--- src/rtl/bmp_pkg.sv ---
// Shared state encoding, BMP header constants and row/header helper functions
// for the BMP stream packer.
package bmp_pkg;

    typedef enum logic [2:0] {
        IDLE,
        HEADER,
        PIXEL,
        PAD,
        DONE
    } bmp_state_e;

    localparam int unsigned HDR_BYTES = 54;
    localparam int unsigned INFO_SIZE = 40;
    localparam int unsigned PPM       = 2835;

    function automatic int unsigned row_pad(input int unsigned w, input int unsigned bpp);
        return (4 - ((w * (bpp / 8)) % 4)) % 4;
    endfunction

    function automatic int unsigned row_stride(input int unsigned w, input int unsigned bpp);
        return w * (bpp / 8) + row_pad(w, bpp);
    endfunction

    // Whole header packed little-endian; file byte N lives in bits [8N+7:8N].
    function automatic logic [HDR_BYTES*8-1:0] hdr_rom(input int unsigned w,
                                                        input int unsigned h,
                                                        input int unsigned bpp);
        logic [HDR_BYTES*8-1:0] r;
        logic [31:0]            img;
        img          = 32'(row_stride(w, bpp) * h);
        r            = '0;
        r[15:0]      = 16'h4D42;
        r[2*8 +: 32] = img + 32'(HDR_BYTES);
        r[10*8 +: 32] = 32'(HDR_BYTES);
        r[14*8 +: 32] = 32'(INFO_SIZE);
        r[18*8 +: 32] = 32'(w);
        r[22*8 +: 32] = -32'(h);
        r[26*8 +: 16] = 16'd1;
        r[28*8 +: 16] = 16'(bpp);
        r[34*8 +: 32] = img;
        r[38*8 +: 32] = 32'(PPM);
        r[42*8 +: 32] = 32'(PPM);
        return r;
    endfunction

endpackage

--- src/rtl/bmp_pix_fifo.sv ---
// Single-clock pixel FIFO with synchronous flush; a push while full is taken
// only when a pop happens in the same cycle.
module bmp_pix_fifo #(
    parameter int WIDTH = 24,
    parameter int DEPTH = 16
) (
    input  logic             clk,
    input  logic             rst,
    input  logic             i_flush,
    input  logic             i_push,
    input  logic [WIDTH-1:0] i_din,
    input  logic             i_pop,
    output logic [WIDTH-1:0] o_dout,
    output logic             o_full,
    output logic             o_empty
);
    localparam int AW = $clog2(DEPTH);

    logic [WIDTH-1:0] r_mem [DEPTH];
    logic [AW:0]      r_wptr;
    logic [AW:0]      r_rptr;
    logic             w_push;
    logic             w_pop;

    assign o_empty = (r_wptr == r_rptr);
    assign o_full  = (r_wptr[AW] != r_rptr[AW]) && (r_wptr[AW-1:0] == r_rptr[AW-1:0]);
    assign o_dout  = r_mem[r_rptr[AW-1:0]];
    assign w_pop   = i_pop && !o_empty;
    assign w_push  = i_push && (!o_full || w_pop);

    always_ff @(posedge clk) begin
        if (rst || i_flush) begin
            r_wptr <= '0;
            r_rptr <= '0;
        end else begin
            if (w_push) r_wptr <= r_wptr + 1'b1;
            if (w_pop)  r_rptr <= r_rptr + 1'b1;
        end
    end

    always_ff @(posedge clk) begin
        if (w_push && !i_flush) r_mem[r_wptr[AW-1:0]] <= i_din;
    end

endmodule

--- src/rtl/bmp_stream_packer.sv ---
// Turns a DE/VS pixel stream into a byte stream of a top-down BMP file.
// Optional BMP_PACKER_LINE_CHECK_EN adds a per-line pixel count check (line_err).
module bmp_stream_packer
    import bmp_pkg::*;
#(
    parameter int IMG_W      = 640,
    parameter int IMG_H      = 480,
    parameter int BPP        = 24,
    parameter int FIFO_DEPTH = 16
) (
    input  logic           clk,
    input  logic           rst,
    input  logic           vs_in,
    input  logic           hs_in,
    input  logic           de_in,
    input  logic [BPP-1:0] data_in,
    output logic [7:0]     byte_out,
    output logic           byte_valid,
    input  logic           byte_ready,
    output logic           sof,
    output logic           eof,
    output logic           overflow,
    output logic           frame_err,
    output logic           frame_done
`ifdef BMP_PACKER_LINE_CHECK_EN
    ,
    output logic           line_err
`endif
);
    localparam int unsigned BPB  = BPP / 8;
    localparam int unsigned PADN = row_pad(IMG_W, BPP);
    localparam bit          HAS_PAD = (PADN != 0);
    localparam logic [HDR_BYTES*8-1:0] HDR = hdr_rom(IMG_W, IMG_H, BPP);
    localparam logic [5:0]  LAST_HDR  = 6'(HDR_BYTES - 1);
    localparam logic [5:0]  LAST_PAD  = 6'(HAS_PAD ? PADN - 1 : 0);
    localparam logic [1:0]  LAST_BYTE = 2'(BPB - 1);
    localparam logic [11:0] LAST_COL  = 12'(IMG_W - 1);
    localparam logic [11:0] LAST_ROW  = 12'(IMG_H - 1);
    localparam logic [23:0] PIX_MAX   = 24'(IMG_W * IMG_H);

    bmp_state_e     r_state;
    bmp_state_e     w_next;
    logic [5:0]     r_cnt;
    logic [1:0]     r_bidx;
    logic [11:0]    r_col;
    logic [11:0]    r_row;
    logic [23:0]    r_pix_in;
    logic           r_vs_d;
    logic           r_ovf;
    logic           r_ferr;

    logic           w_vs_rise;
    logic           w_valid;
    logic           w_xfer;
    logic           w_pix_ok;
    logic           w_push;
    logic           w_pop;
    logic           w_full;
    logic           w_empty;
    logic [BPP-1:0] w_head;
    logic [7:0]     w_hdr_byte;
    logic [7:0]     w_pix_byte;
    logic           w_row_end;
    logic           w_last_row;
    logic           w_pad_end;

    assign w_vs_rise  = vs_in && !r_vs_d;
    assign w_valid    = (r_state == HEADER) || (r_state == PAD) || (r_state == PIXEL && !w_empty);
    assign w_xfer     = w_valid && byte_ready;
    assign byte_valid = w_valid;
    assign overflow   = r_ovf;
    assign frame_err  = r_ferr;

    assign w_hdr_byte = 8'(HDR >> {r_cnt, 3'b000});
    assign w_pix_byte = 8'(w_head >> {r_bidx, 3'b000});
    assign w_row_end  = (r_col == LAST_COL) && (r_bidx == LAST_BYTE);
    assign w_last_row = (r_row == LAST_ROW);
    assign w_pad_end  = (r_cnt == LAST_PAD);

    // Pixels arriving with a frame-restarting VS edge belong to no frame and are dropped.
    assign w_pix_ok = de_in && !w_vs_rise && r_state != IDLE && r_state != DONE
                      && r_pix_in != PIX_MAX;
    assign w_pop    = w_xfer && r_state == PIXEL && r_bidx == LAST_BYTE;
    assign w_push   = w_pix_ok && (!w_full || w_pop);

    bmp_pix_fifo #(
        .WIDTH (BPP),
        .DEPTH (FIFO_DEPTH)
    ) u_fifo (
        .clk     (clk),
        .rst     (rst),
        .i_flush (w_vs_rise),
        .i_push  (w_push),
        .i_din   (data_in),
        .i_pop   (w_pop),
        .o_dout  (w_head),
        .o_full  (w_full),
        .o_empty (w_empty)
    );

    always_ff @(posedge clk) begin
        if (rst) r_state <= IDLE;
        else     r_state <= w_next;
    end

    always_comb begin
        w_next     = r_state;
        byte_out   = 8'h00;
        sof        = 1'b0;
        eof        = 1'b0;
        frame_done = 1'b0;
        case (r_state)
            IDLE: begin
                if (w_vs_rise) w_next = HEADER;
            end
            HEADER: begin
                byte_out = w_hdr_byte;
                sof      = (r_cnt == 6'd0);
                if (w_xfer && r_cnt == LAST_HDR) w_next = PIXEL;
            end
            PIXEL: begin
                byte_out = w_empty ? 8'h00 : w_pix_byte;
                eof      = !w_empty && w_row_end && w_last_row && !HAS_PAD;
                if (w_xfer && w_row_end) begin
                    if (HAS_PAD)         w_next = PAD;
                    else if (w_last_row) w_next = DONE;
                end
            end
            PAD: begin
                eof = w_last_row && w_pad_end;
                if (w_xfer && w_pad_end) w_next = w_last_row ? DONE : PIXEL;
            end
            DONE: begin
                frame_done = 1'b1;
                w_next     = IDLE;
            end
            default: w_next = IDLE;
        endcase
        if (w_vs_rise && r_state != IDLE) w_next = HEADER;
    end

    always_ff @(posedge clk) begin
        if (rst) begin
            r_cnt    <= '0;
            r_bidx   <= '0;
            r_col    <= '0;
            r_row    <= '0;
            r_pix_in <= '0;
            r_vs_d   <= vs_in;
            r_ovf    <= 1'b0;
            r_ferr   <= 1'b0;
        end else begin
            r_vs_d <= vs_in;
            if (w_vs_rise) begin
                r_cnt    <= '0;
                r_bidx   <= '0;
                r_col    <= '0;
                r_row    <= '0;
                r_pix_in <= '0;
                if (r_state != IDLE) r_ferr <= 1'b1;
            end else begin
                if (w_pix_ok) r_pix_in <= r_pix_in + 24'd1;
                if (w_pix_ok && w_full && !w_pop) r_ovf <= 1'b1;
                if (w_xfer) begin
                    case (r_state)
                        HEADER: r_cnt <= (r_cnt == LAST_HDR) ? 6'd0 : r_cnt + 6'd1;
                        PIXEL: begin
                            if (r_bidx == LAST_BYTE) begin
                                r_bidx <= '0;
                                if (r_col == LAST_COL) begin
                                    r_col <= '0;
                                    if (!HAS_PAD) r_row <= r_row + 12'd1;
                                end else begin
                                    r_col <= r_col + 12'd1;
                                end
                            end else begin
                                r_bidx <= r_bidx + 2'd1;
                            end
                        end
                        PAD: begin
                            if (w_pad_end) begin
                                r_cnt <= '0;
                                r_row <= r_row + 12'd1;
                            end else begin
                                r_cnt <= r_cnt + 6'd1;
                            end
                        end
                        default: ;
                    endcase
                end
            end
        end
    end

`ifdef BMP_PACKER_LINE_CHECK_EN
    logic        r_hs_d;
    logic        r_line_err;
    logic [12:0] r_line_cnt;
    logic        w_in_frame;

    assign w_in_frame = r_state != IDLE && r_state != DONE;
    assign line_err   = r_line_err;

    always_ff @(posedge clk) begin
        if (rst) begin
            r_hs_d     <= 1'b0;
            r_line_err <= 1'b0;
            r_line_cnt <= '0;
        end else begin
            r_hs_d <= hs_in;
            if (w_vs_rise) begin
                r_line_cnt <= '0;
            end else if (w_in_frame && hs_in && !r_hs_d) begin
                // An HS edge with no pixels since the previous one is a blanking line.
                if (r_line_cnt != 13'd0 && r_line_cnt != 13'(IMG_W)) r_line_err <= 1'b1;
                r_line_cnt <= {12'd0, de_in};
            end else if (w_in_frame && de_in) begin
                r_line_cnt <= r_line_cnt + 13'd1;
            end
        end
    end
`else
    logic w_unused_hs;
    assign w_unused_hs = hs_in;
`endif

endmodule

--- config.mk ---
export PLATFORM = sky130hd
export DESIGN_NAME = bmp_stream_packer
export DESIGN_NICKNAME = d
export VERILOG_FILES = /design/src/rtl/bmp_pkg.sv /design/src/rtl/bmp_pix_fifo.sv /design/src/rtl/bmp_stream_packer.sv
export SDC_FILE = /design/constraint.sdc
export NUM_CORES = 1
export LEC_CHECK = 0
export ABC_CLOCK_PERIOD_IN_PS = 6310
export CORE_UTILIZATION = 50
export DETAILED_ROUTE_END_ITERATION = 8
export PLACE_DENSITY = 0.67
export SETUP_SLACK_MARGIN = 0.05
export SLEW_MARGIN = 30
export SYNTH_ARGS = -nofsm -noshare
export SYNTH_HDL_FRONTEND = slang
export SYNTH_SLANG_ARGS = --single-unit
--- constraint.sdc ---
create_clock -name clk -period 6.31 [get_ports clk]
set_clock_uncertainty 0.05 [all_clocks]
set_input_delay 0.9465 -clock clk [delete_from_list [all_inputs] [get_ports clk]]
set_output_delay 0.9465 -clock clk [all_outputs]
set_load 0.005 [all_outputs]
# Yosys cells after proc, flatten, opt, wreduce, memory -nomap -nowiden
# Memory sizes are Yosys's and may differ from the RTL's. A register that Yosys moved wholly into a read port is not among the register bits.
# Cells that the tools add are included.
[op_classes] add_sub_neg=7 muxes=26 shift=2 reduce_logical=49 n_bitwise=1 n_eq_ne=26
[op_table] op="$shr 348x9->8 const A" count=1
[op_table] op="$mux 12" count=4
[op_table] op="$add 12x1->12 const B" count=2
[op_table] op="$add 24x1->24 const B" count=1
[op_table] op="$logic_and 1x1->1" count=24
[op_table] op="$ne 24x19->1 const B" count=1
[op_table] op="$pmux 12 s2" count=1
[op_table] op="$shr 24x5->8" count=1
[op_table] op="$mux 3" count=6
[op_table] op="$pmux 8 s2" count=1
[op_table] op="$reduce_and 5->1" count=3
[op_table] op="$eq 12x10->1 const B" count=1
[op_table] op="$eq 12x9->1 const B" count=1
[op_table] op="$mux 6" count=2
[op_table] op="$pmux 3 s4" count=1
[op_table] op="$pmux 6 s2" count=1
[op_table] op="$add 5x1->5 const B" count=2
[op_table] op="$ne 3x1->1 const B" count=3
[op_table] op="$mux 4" count=2
[op_table] op="$mux 8" count=1
[op_table] op="$ne 2x1->1 const B" count=4
[op_table] op="$ne 2x2->1 const B" count=4
[op_table] op="$reduce_and 2->1" count=4
[op_table] op="$add 6x1->6 const B" count=1
[op_table] op="23 further kinds" count=39
[word_totals] ramBits=384 elab_cells=124 memories=1 out_inout_bits=14 regBits=72 input_bits=30
[memory_table] name="u_fifo.r_mem" words=16 width=24 read_ports=1 rd_clocked_by_memory_dff=1 write_ports=1 line="bmp_pix_fifo.sv:19" source="logic [WIDTH-1:0] r_mem [DEPTH];"

# Depth between registers and ports, before layout
# Gate-level depths: netlist (run 1).
[depth] ltp_word=13 ltp_mapped=10 mapped_depth_nobuf=8

# Hierarchy
# Synthesis (run 1) repeated with hierarchy kept, for this count alone.
[hier_totals] cells_unflattened=1104 area_unflattened_um2=18973.2
[modules_own_cells] mod="bmp_pix_fifo" cells_each=628 instances=1 area_per_inst_um2=15182.1 seq_area_each_um2=11811.3
[modules_own_cells] mod="bmp_stream_packer" cells_each=476 instances=1 area_per_inst_um2=3791.1 seq_area_each_um2=1241.2

# Least setup slack after synthesis (run 1)
# No wires, ideal clock.
[synth_timing] path_type="input -> register" start="in vs_in" end="mem u_fifo.r_mem[3][0] (enable)" arrival_time_ps=3515 n_path_buf=2 path_slack_ps=2310 path_stages=7 required_time_ps=5825 setup_ps=435 path_cell_list="nor2b_1 > buf_2 > nor2_1 > o31a_1 > buf_2 > nand3_1 > nor3_1"
[synth_between] elab_chain_cells=11
[synth_rtl] element="from (decl)" line="bmp_stream_packer.sv:13" source="input logic vs_in,"
[synth_rtl] element="$logic_and 1x1->1 *" line="bmp_stream_packer.sv:67" source="assign w_vs_rise = vs_in && !r_vs_d;"
[synth_rtl] element="$logic_not 1->1 *" line="bmp_pix_fifo.sv:42, bmp_stream_packer.sv:81"
[synth_rtl] element="$logic_and 1x1->1 (3 in series)" line="bmp_stream_packer.sv:81" source="assign w_pix_ok = de_in && !w_vs_rise && r_state != IDLE && r_state != DONE"
[synth_rtl] element="$logic_and 1x1->1" line="bmp_stream_packer.sv:82" source="&& r_pix_in != PIX_MAX;"
[synth_rtl] element="$logic_and 1x1->1" line="bmp_stream_packer.sv:84" source="assign w_push = w_pix_ok && (!w_full || w_pop);"
[synth_rtl] element="$logic_and 1x1->1" line="bmp_pix_fifo.sv:29" source="assign w_push = i_push && (!o_full || w_pop);"
[synth_rtl] element="$logic_and 1x1->1 *" line="bmp_pix_fifo.sv:42" source="if (w_push && !i_flush) r_mem[r_wptr[AW-1:0]] <= i_din;"
[synth_rtl] element="$mux 1 *" line="bmp_pix_fifo.sv:42"
[synth_rtl] element="$mux 1 (not written as such) *" line="bmp_pix_fifo.sv:42"
[synth_rtl] element="to (decl)" line="bmp_pix_fifo.sv:19"
# Every way passes the cells marked *; elsewhere a longest branch is shown, timed or not.

==> results.py, run 1 <==
metrics = {
    "grt": {
        "grt_usage_pct": 22.7,
        "grt_pass1_wl_um": 64300,
        "grt_antenna_before_repair": 3,
        "grt-ovfl-total": 0,
        "grt_max_degree": 55,
        "grt_pass1_vias": 10600,
    },
    "sta": {
        "hold_viol_final": 0,
        "clock.fmax_mhz": 191,
        "period_minus_slack_ns": 5.24,
        "rsz0062_at_grt": "no",
        "final.period_utilization_pct": 83.0,
        "fin_tns_setup_ns": 0,
        "drv_slew": 0,
        "finalSetupViolCount": 0,
        "tightest_slew_ns": 1.05,
        "relSlewSlack_pct": 29.9,
    },
    "cts": {
        "clkLatencyLatePin_ns": 0.58,
        "htreeDepth": 2,
        "path_clk_slew_ns": 0.06,
        "cts-buffers-inserted": 47,
        "cts_tree": "yes",
        "clock-root-buffer": "clkbuf_16",
        "clock_sinks": 460,
        "cts_setup_buffers": 0,
        "cts_hold_buf": 0,
        "cts_resized": 0,
        "clk_path_buf_depth": 3,
    },
    "critical_path": {
        "reg2reg_setup_slack_ns": 2.97,
        "critPathMaxFanout": 34,
        "critical_path_required_ns": 5.31,
        "rr_worst_depth": 6,
        "r2r_start": "r_state[0]",
        "path_cells": "buf_4 > mux4_2 > a22oi_1 > nand2_1 > a211oi_1 > o22ai_1 > clkdlybuf4s50_1",
        "worst-setup-path-type": "flip-flop to primary output",
        "crit_path_end_kind": "primary output",
        "slowest_stage": "a211oi_1",
        "crit_family": "compound AO/OA/AOI/OAI gates",
        "r2r_end": "u_fifo.r_mem[3][22]",
        "crit_buf_inv": 2,
        "crit_path_start_kind": "flip-flop",
        "worstPathArrival_ns": 4.24,
        "max_stage_delay_ns": 0.88,
    },
    "placed_design": {
        "post-dp-hpwl_um": 25600,
        "io_buffers": 42,
        "place_congestion": 0.886,
    },
    "die": {
        "row_count": 70,
        "start_util_pct": 51.2,
        "core_area_um2": 36900,
        "die_area_um2": 38600,
        "die_h_um": 196,
        "die_w_um": 196,
        "ios": 44,
    },
    "routing": {
        "ant_nets": 0,
        "drtIter0Drc": 941,
        "wl_per_cell_um": 23.7,
        "first_pass_iters": 5,
        "wl_um": 42300,
        "num_vias": 10600,
        "drc": 0,
        "routed_via_density": 5.91,
    },
    "layout": {
        "n_antenna_cell": 0,
        "area_growth_syn_to_layout_pct": 15.3,
        "final_cell_mix": "edfxtp_1 (384), nor2_1 (92), dfxtp_1 (74)",
        "drive_gt1_share_pct": 15.7,
        "nNetsFinal": 1292,
        "layout_commonest_cell": "edfxtp_1",
    },
    "synth": {
        "ys_async_sr_fraction_pct": 0,
        "syn_inst": 1174,
        "ys_seq_area_share_pct": 69.1,
        "synth-edff-count": 384,
        "synth.avg_cell_area_um2": 16.1,
        "synth_warnings": 0,
        "syn_area_um2": 18900,
        "ys_types": 71,
        "ys.flop_type": "edfxtp_1",
        "syn_nets": 1222,
        "synth-seq-cells": 460,
    },
    "power_and_ir_drop": {
        "max-vdd-ir-drop_mv": 0.227,
        "p_leak_nw": 6.83,
        "total_power_w": 0.00605,
        "p_per_area_nw_per_um2": 278,
    },
    "min_path": {
        "min_to": "frame_err",
        "hold_start": "frame_err",
        "whs_path_depth": 2,
        "hold_path.class": "flip-flop to flip-flop",
    },
    "outcome": {
        "outcome": "completed",
    },
    "flow_run": {
        "max_cap_violations": 0,
    },
}
logic make-up after synthesis:
group                    count (synthesis)  share of synthesized area [%]
multiplexers                           126                           11.5
XOR/XNOR                                53                           2.46
AND/OR/NAND/NOR                        286                           7.92
adder cells (fa/ha/maj)                 18                           1.19
flip-flops                             460                           69.1
buffers and inverters                   69                           1.91
AO/OA/AOI/OAI                          162                           5.90
layout make-up:
type,count,area [um2]
repair buffers,76,976
inverters,14,52.6
multi-input cells,645,5600
fillers,2776,15100
flip-flops and latches,460,13100
clock buffers,65,1260
clock inverters,23,199
well taps,504,631
worst register-to-register path: cells and delay by family (launching register included):
family	cells	cell delay, ns
AO/OA/AOI/OAI	2	0.65
buffers and inverters	1	0.37
flip-flops	1	0.55
AND/OR/NAND/NOR	3	1.42
synthesized netlist by cell type, types with 7 or more instances:
cell	count	area, um2
or3_1	10	62.6
nand2_1	38	143
xor2_1	36	315
buf_2	13	65.1
inv_1	11	41.3
a21oi_1	39	195
mux2i_1	53	531
edfxtp_1	384	11500
clkbuf_1	23	86.3
nor3_1	7	35.0
dfxtp_1	76	1520
buf_4	13	97.6
a221oi_1	11	96.3
o21ai_0	29	145
mux4_2	73	1640
and3_1	15	93.8
nand3_1	28	140
nor2_1	105	394
a22oi_1	38	285
ha_1	18	225
xnor2_1	17	149
nand2b_1	10	62.6
nor2b_1	10	62.6
and2_1	9	56.3
nand4_1	18	113
per-layer routing:
| metal | track usage (%) | wire length [um] | vias to the layer above |
|---|---|---|---|
| li1 | - | - | 4771 |
| met1 | 30.5 | 17700 | 5349 |
| met3 | 4.38 | 2990 | 67 |
| met2 | 37.6 | 20700 | 363 |
| met5 | 0 | 24 | - |
| met4 | 7.09 | 889 | 4 |
per-stage QoR:
stage,setup slack (ns),hold WS [ns],cell area [um2],utilization [%],std cells
after floorplan,2.31,0.402,18900,-,1174
after global placement,1.86,0.405,19900,54.0,1684
after CTS,1.22,0.424,21800,59.1,1787
after detailed placement,1.84,0.416,20300,55.1,1699
after global routing,0.954,0.464,21800,59.1,1787
final,1.07,0.415,21800,59.1,1787
report_power, final:
part / total, W / switching [W] / leakage [nW] / internal, W
registers: 0.00330 / 0.00000425 / 4.07 / 0.00329
clock network: 0.00265 / 0.00112 / 0.709 / 0.00153
logic: 0.000101 / 0.0000668 / 2.05 / 0.0000340
sequential cells by signal, indices dropped and copies added (netlist names), named ones only:
signal,count
frame_err,1
u_fifo.r_wptr,5
u_fifo.r_mem,384
r_vs_d,1
r_row,12
r_bidx,2
overflow,1
u_fifo.r_rptr,5
r_state,3
r_pix_in,24
r_cnt,6
r_col,12
how the worst max path moves through the flow:
stage                     startpoint                   to  cells past startpoint
after CTS                  flip-flop          byte_out[3]                      7
after global routing       flip-flop          byte_out[3]                      7
final                      flip-flop          byte_out[3]                      7
after detailed placement   flip-flop          byte_out[3]                      7
after global placement         vs_in  u_fifo.r_mem[3][22]                      8
after floorplan                vs_in   u_fifo.r_mem[3][0]                      7
Power figures use the tool's default switching activity.
==> inputs of run 2 (changes only) <==
- ABC_CLOCK_PERIOD_IN_PS: 6310 -> 4200
- PLACE_DENSITY: 0.67 -> 0.7
- clock period: 6.31 -> 4.2 ns (I/O delays scaled with it)
==> results.py, run 2 (synthesis results as in run 1) <==
metrics = {
    "critical_path": {
        "r2r_end": "u_fifo.r_mem[1][13]",
        "worst-setup-path-type": "flip-flop to primary output",
        "rr_worst_depth": 7,
        "crit_path_end_kind": "primary output",
        "critical_path_required_ns": 3.52,
        "max_stage_delay_ns": 0.57,
        "reg2reg_setup_slack_ns": 1.37,
        "path_cells": "nand2b_1 > nor2_1 > o21ai_0 > o21ai_1 > nor3_1 > buf_4 > o2bb2ai_1 > clkdlybuf4s50_1",
        "critPathMaxFanout": 9,
        "crit_family": "simple AND/OR/NAND/NOR gates",
        "slowest_stage": "nor2_1",
        "worstPathArrival_ns": 3.33,
        "crit_buf_inv": 2,
        "crit_path_start_kind": "flip-flop",
        "r2r_start": "r_state[1]",
    },
    "grt": {
        "grt-ovfl-total": 0,
        "grt_pass1_wl_um": 61600,
        "grt.met2_usage_pct": 35.4,
        "grt_pass1_vias": 10400,
        "grtUsageMet1_pct": 28.8,
        "use_met3_pct": 4.59,
        "grt_antenna_before_repair": 1,
        "top_usage_layer": "met2",
        "grt_max_degree": 54,
        "grt_usage_pct": 21.6,
    },
    "cts": {
        "clock-root-buffer": "clkbuf_16",
        "clkLatencyLatePin_ns": 0.57,
        "htreeDepth": 2,
        "path_clk_slew_ns": 0.06,
        "clock_sinks": 460,
        "cts_hold_buf": 0,
        "cts-buffers-inserted": 46,
        "clk_path_buf_depth": 3,
        "cts_tree": "yes",
    },
    "min_path": {
        "whs_path_depth": 2,
        "min_to": "frame_err",
        "hold_start": "frame_err",
        "hold_path.class": "flip-flop to flip-flop",
    },
    "routing": {
        "wl_um": 40900,
        "drtIter0Drc": 787,
        "drc": 0,
        "first_pass_iters": 5,
        "wl_per_cell_um": 22.7,
        "ant_nets": 0,
        "routed_via_density": 5.90,
        "num_vias": 10600,
    },
    "sta": {
        "clock.fmax_mhz": 249,
        "hold_viol_final": 0,
        "fin_tns_setup_ns": 0,
        "rsz0062_at_grt": "no",
        "tightest_slew_ns": 0.823,
        "drv_slew": 0,
        "relSlewSlack_pct": 44.8,
        "final.period_utilization_pct": 95.5,
        "period_minus_slack_ns": 4.01,
        "finalSetupViolCount": 0,
        "setup_slack_ns": 0.190,
    },
    "die": {
        "start_util_pct": 51.2,
        "die_h_um": 196,
        "die_area_um2": 38600,
        "row_count": 70,
        "ios": 44,
        "die_w_um": 196,
        "core_area_um2": 36900,
    },
    "placed_design": {
        "placed_cells": 1710,
        "post-dp-hpwl_um": 23800,
        "place_ws_ns": 0.673,
        "io_buffers": 42,
        "place_congestion": 0.853,
    },
    "flow_run": {
        "max_cap_violations": 0,
    },
    "layout": {
        "largest_reg_flops": 384,
        "fill_cells": 2740,
        "final_cell_count_no_fill": 1801,
        "drive_gt1_share_pct": 17.1,
        "seq_area_um2": 13100,
        "nNetsFinal": 1310,
        "multi_input_area_um2": 5590,
        "final_cell_mix": "edfxtp_1 (384), nor2_1 (93), dfxtp_1 (74)",
        "layout_commonest_cell": "edfxtp_1",
        "utilization_pct": 59.0,
        "area_growth_syn_to_layout_pct": 15.1,
    },
    "power_and_ir_drop": {
        "p_clk_share_pct": 44.1,
        "max-vdd-ir-drop_mv": 0.464,
        "seq_power_share_pct": 54.2,
        "p_per_area_nw_per_um2": 420,
        "total_power_w": 0.00914,
        "p_comb_share_pct": 1.7,
        "switchingPower_w": 0.00180,
        "p_leak_nw": 6.88,
        "swShare_pct": 19.7,
        "p_int_w": 0.00733,
    },
    "outcome": {
        "outcome": "completed",
    },
}
[run 2: cell count changes in the layout (fill, tap and decap cells not counted), sizes merged]
cell and change:
diode +1, bufinv +2, inv +1, clkbuf -8
clkinvlp -1, clkinv +1, buf +18
[run 2: through the flow]
stage | hold slack (ns) | instance area (um2)
floorplan | 0.402 | 18900
global placement | 0.407 | 20100
detailed placement | 0.413 | 20200
CTS | 0.427 | 21600
global route | 0.449 | 21700
finish | 0.418 | 21700
[run 2: layer usage]
metal,routed length (um),up-vias
li1,-,4799
met1,16700,5365
met2,20100,389
met3,3250,67
met4,903,0
met5,0,-
[run 2: layout make-up]
type	count	area share, %
Sequential cell	460	60.1
Antenna cell	1	0.0115
Clock inverter	26	1.32
Timing Repair Buffer	95	4.32
Tap cell	504	2.90
Multi-Input combinational cell	645	25.7
Inverter	14	0.242
Clock buffer	56	5.47
[run 2: timing repair]
action                     in CTS  in global routing
setup endpoints to repair       0                  6
resized for setup               0                  6
buffers inserted                0                  7
[run 2: power groups by stage]
stage,registers [W],clock network (W),logic (W)
after floorplan,0.00505,0,0.0000568
after CTS,0.00495,0.00409,0.000153
after global placement,0.00505,0,0.000144
after global routing,0.00495,0.00427,0.000168
final,0.00495,0.00403,0.000153
after detailed placement,0.00505,0,0.000153
[run 2: how the worst max path moves through the flow]
| stage | start | end | slack (ns) | cells after the start |
|---|---|---|---|---|
| 2_1_floorplan | vs_in | u_fifo.r_mem[3][0] | 0.52 | 7 |
| 3_3_place_gp | flip-flop | byte_out[5] | 0.67 | 7 |
| 3_5_place_dp | flip-flop | byte_out[6] | 0.67 | 7 |
| 4_1_cts | flip-flop | byte_out[5] | 0.06 | 7 |
| 5_1_grt | r_bidx[1] | byte_out[4] | 0.03 | 8 |
| 6_report | r_bidx[1] | byte_out[4] | 0.19 | 8 |
[run 2: worst reg2reg max path: cells and delay by family (launching register included)]
family	cells	cell delay [ns]
and+or+nand+nor	6	1.50
DFF	1	0.55
buffers and inverters	1	0.39
==> inputs of run 3 (changes only) <==
- SYNTH_HIERARCHICAL: unset -> 1
==> results.py, run 3 <==
metrics = {
    "die": {
        "core_area_um2": 37000,
        "start_util_pct": 51.3,
        "die_w_um": 197,
        "die_h_um": 197,
        "row_count": 70,
        "ios": 44,
        "die_area_um2": 38700,
    },
    "cts": {
        "clkLatencyLatePin_ns": 0.58,
        "clock-root-buffer": "clkbuf_16",
        "path_clk_slew_ns": 0.06,
        "cts-buffers-inserted": 47,
        "clk_path_buf_depth": 3,
        "clock_sinks": 460,
        "cts_tree": "yes",
        "htreeDepth": 2,
        "cts_hold_buf": 0,
    },
    "min_path": {
        "hold_path.class": "flip-flop to flip-flop",
        "whs_path_depth": 2,
        "hold_start": "frame_err",
        "min_to": "frame_err",
    },
    "synth": {
        "yosysTopAreaCellShare_pct": 60.8,
        "ys_types": 66,
        "yosys-top-cells-count": "edfxtp_1 (384), mux4_2 (120), nor2_1 (96)",
        "ys_seq_area_share_pct": 68.8,
        "synth-seq-cells": 460,
        "synth_top_area_cell": "edfxtp_1",
        "syn_nets": 1151,
        "ys.flop_type": "edfxtp_1",
        "synth.avg_cell_area_um2": 17.2,
        "synth-edff-count": 384,
        "ys_async_sr_fraction_pct": 0,
        "synth_warnings": 6,
        "ys_top_cells_by_area": "edfxtp_1 (61%), mux4_2 (14%), dfxtp_1 (8.0%), nor2_1 (1.9%), xor2_1 (1.6%)",
        "post-synth-top-count-cell": "edfxtp_1",
        "syn_area_um2": 19000,
        "syn_inst": 1104,
    },
    "placed_design": {
        "post-dp-hpwl_um": 22700,
        "place_congestion": 0.840,
        "io_buffers": 42,
    },
    "layout": {
        "fill_cells": 2740,
        "drive_gt1_share_pct": 23.2,
        "final_cell_mix": "edfxtp_1 (384), mux4_2 (120), nor2_1 (80)",
        "nNetsFinal": 1240,
        "area_growth_syn_to_layout_pct": 16.4,
        "layout_commonest_cell": "edfxtp_1",
        "seq_area_um2": 13100,
        "n_antenna_cell": 0,
        "multi_input_area_um2": 5710,
        "largest_reg_flops": 384,
    },
    "critical_path": {
        "worst-setup-path-type": "flip-flop to primary output",
        "rr_worst_depth": 9,
        "critPathMaxFanout": 9,
        "worstPathArrival_ns": 3.40,
        "crit_path_end_kind": "primary output",
        "crit_path_start_kind": "flip-flop",
        "r2r_start": "u_fifo/r_wptr[4]",
        "r2r_end": "u_fifo/r_mem[8][6]",
        "reg2reg_setup_slack_ns": 0.30,
        "critical_path_required_ns": 3.52,
    },
    "routing": {
        "wl_um": 40000,
        "routed_via_density": 5.91,
        "ant_nets": 0,
        "first_pass_iters": 5,
        "num_vias": 10300,
        "wl_per_cell_um": 23.1,
        "drc": 0,
        "drtIter0Drc": 768,
    },
    "grt": {
        "grt_pass1_wl_um": 61300,
        "grt-ovfl-total": 0,
        "grt_max_degree": 42,
        "grt_usage_pct": 21.4,
        "grt_pass1_vias": 10100,
        "grt_antenna_before_repair": 1,
    },
    "sta": {
        "clock.fmax_mhz": 245,
        "tightest_slew_ns": 0.762,
        "drv_slew": 0,
        "period_minus_slack_ns": 4.08,
        "hold_viol_final": 0,
        "rsz0062_at_grt": "yes",
        "finalSetupViolCount": 0,
        "final.period_utilization_pct": 97.2,
        "fin_tns_setup_ns": 0,
        "relSlewSlack_pct": 49.1,
    },
    "power_and_ir_drop": {
        "total_power_w": 0.00904,
        "seq_power_share_pct": 54.9,
        "swShare_pct": 20.3,
        "max-vdd-ir-drop_mv": 0.323,
        "switchingPower_w": 0.00184,
        "p_clk_share_pct": 43.0,
        "p_comb_share_pct": 2.1,
        "p_per_area_nw_per_um2": 409,
        "p_int_w": 0.00720,
        "p_leak_nw": 6.84,
    },
    "flow_run": {
        "max_cap_violations": 0,
    },
    "outcome": {
        "outcome": "completed",
    },
}
run 3: cell count changes in the layout (fill, tap and decap cells not counted), moves of 7 or more:
cell	previous run	this run
or3_1	10	17
nor2_1	93	80
buf_4	43	28
mux4_2	73	120
inv_1	11	19
a221oi_1	11	0
and3_1	15	4
and2_1	9	2
buf_12	6	20
mux2i_1	53	8
a22oi_1	38	2
run 3: power groups by stage:
stage | clock network [W] | logic [W] | registers (W)
2_1_floorplan | 0 | 0.0000796 | 0.00505
3_3_place_gp | 0 | 0.000187 | 0.00506
3_5_place_dp | 0 | 0.000193 | 0.00506
4_1_cts | 0.00397 | 0.000196 | 0.00496
5_1_grt | 0.00414 | 0.000214 | 0.00496
6_report | 0.00388 | 0.000194 | 0.00496
run 3: kinds of logic (layout without fill, tap and decap cells):
family | Yosys count | in the layout | share of synthesized area (%)
xor+xnor | 46 | 46 | 2.12
compound gates | 112 | 112 | 3.81
buf+inv | 77 | 204 | 2.10
flops | 460 | 460 | 68.8
mux | 134 | 134 | 15.0
fa+ha+maj | 17 | 17 | 1.12
simple gates | 258 | 258 | 7.07
run 3: metal layers:
metal  track usage, %  part of all wire (%)
met5                0                 0.032
met3             4.07                   6.2
met2             34.5                    49
met4             4.97                   1.4
met1             30.4                    44
run 3: critical path, stage by stage (launching register included):
cell           delay (ns)
dfxtp_4              0.41
buf_4                0.17
buf_12               0.14
mux4_2               0.51
mux4_2               0.51
mux2i_4              0.23
nor2_1               0.08
a21oi_2              0.17
nor2_1               0.07
a221o_1              0.26
dlygate4sd2_1        0.26
run 3: worst max path at each step:
stage | startpoint | endpoint | slack, ns | depth (start not counted)
2_1_floorplan | u_fifo/r_wptr[3] | u_fifo/r_mem[0][0] | 0.17 | 10
3_3_place_gp | flip-flop | byte_out[5] | 0.35 | 8
3_5_place_dp | flip-flop | byte_out[7] | 0.32 | 9
4_1_cts | flip-flop | byte_out[7] | 0.02 | 9
5_1_grt | flip-flop | byte_out[2] | 0.01 | 10
6_report | flip-flop | byte_out[2] | 0.12 | 10
run 3: per-stage QoR:
| stage | hold slack, ns | instance area, um2 | worst slack [ns] | instances | util [%] |
|---|---|---|---|---|---|
| final | 0.400 | 22100 | 0.118 | 1735 | 59.8 |
| after detailed placement | 0.396 | 20400 | 0.323 | 1633 | 55.1 |
| after CTS | 0.405 | 22000 | 0.0204 | 1729 | 59.5 |
| after global routing | 0.445 | 22100 | 0.0143 | 1735 | 59.8 |
| after global placement | 0.388 | 20400 | 0.351 | 1633 | 55.1 |
| after floorplan | 0.386 | 19000 | 0.174 | 1104 | - |
run 3: area by class of cell:
class                           instances  area share, %
Clock buffer                           63           5.69
Clock inverter                         24          0.782
Inverter                               21          0.357
Multi-Input combinational cell        567           25.8
Sequential cell                       460           59.1
Tap cell                              504           2.85
Timing Repair Buffer                   96           5.35
run 3: timing repair:
action | CTS | global route
resized for setup | 19 | 7
setup buffers | 8 | 5
setup endpoints to repair | 8 | 6
gates cloned | 1 | 1
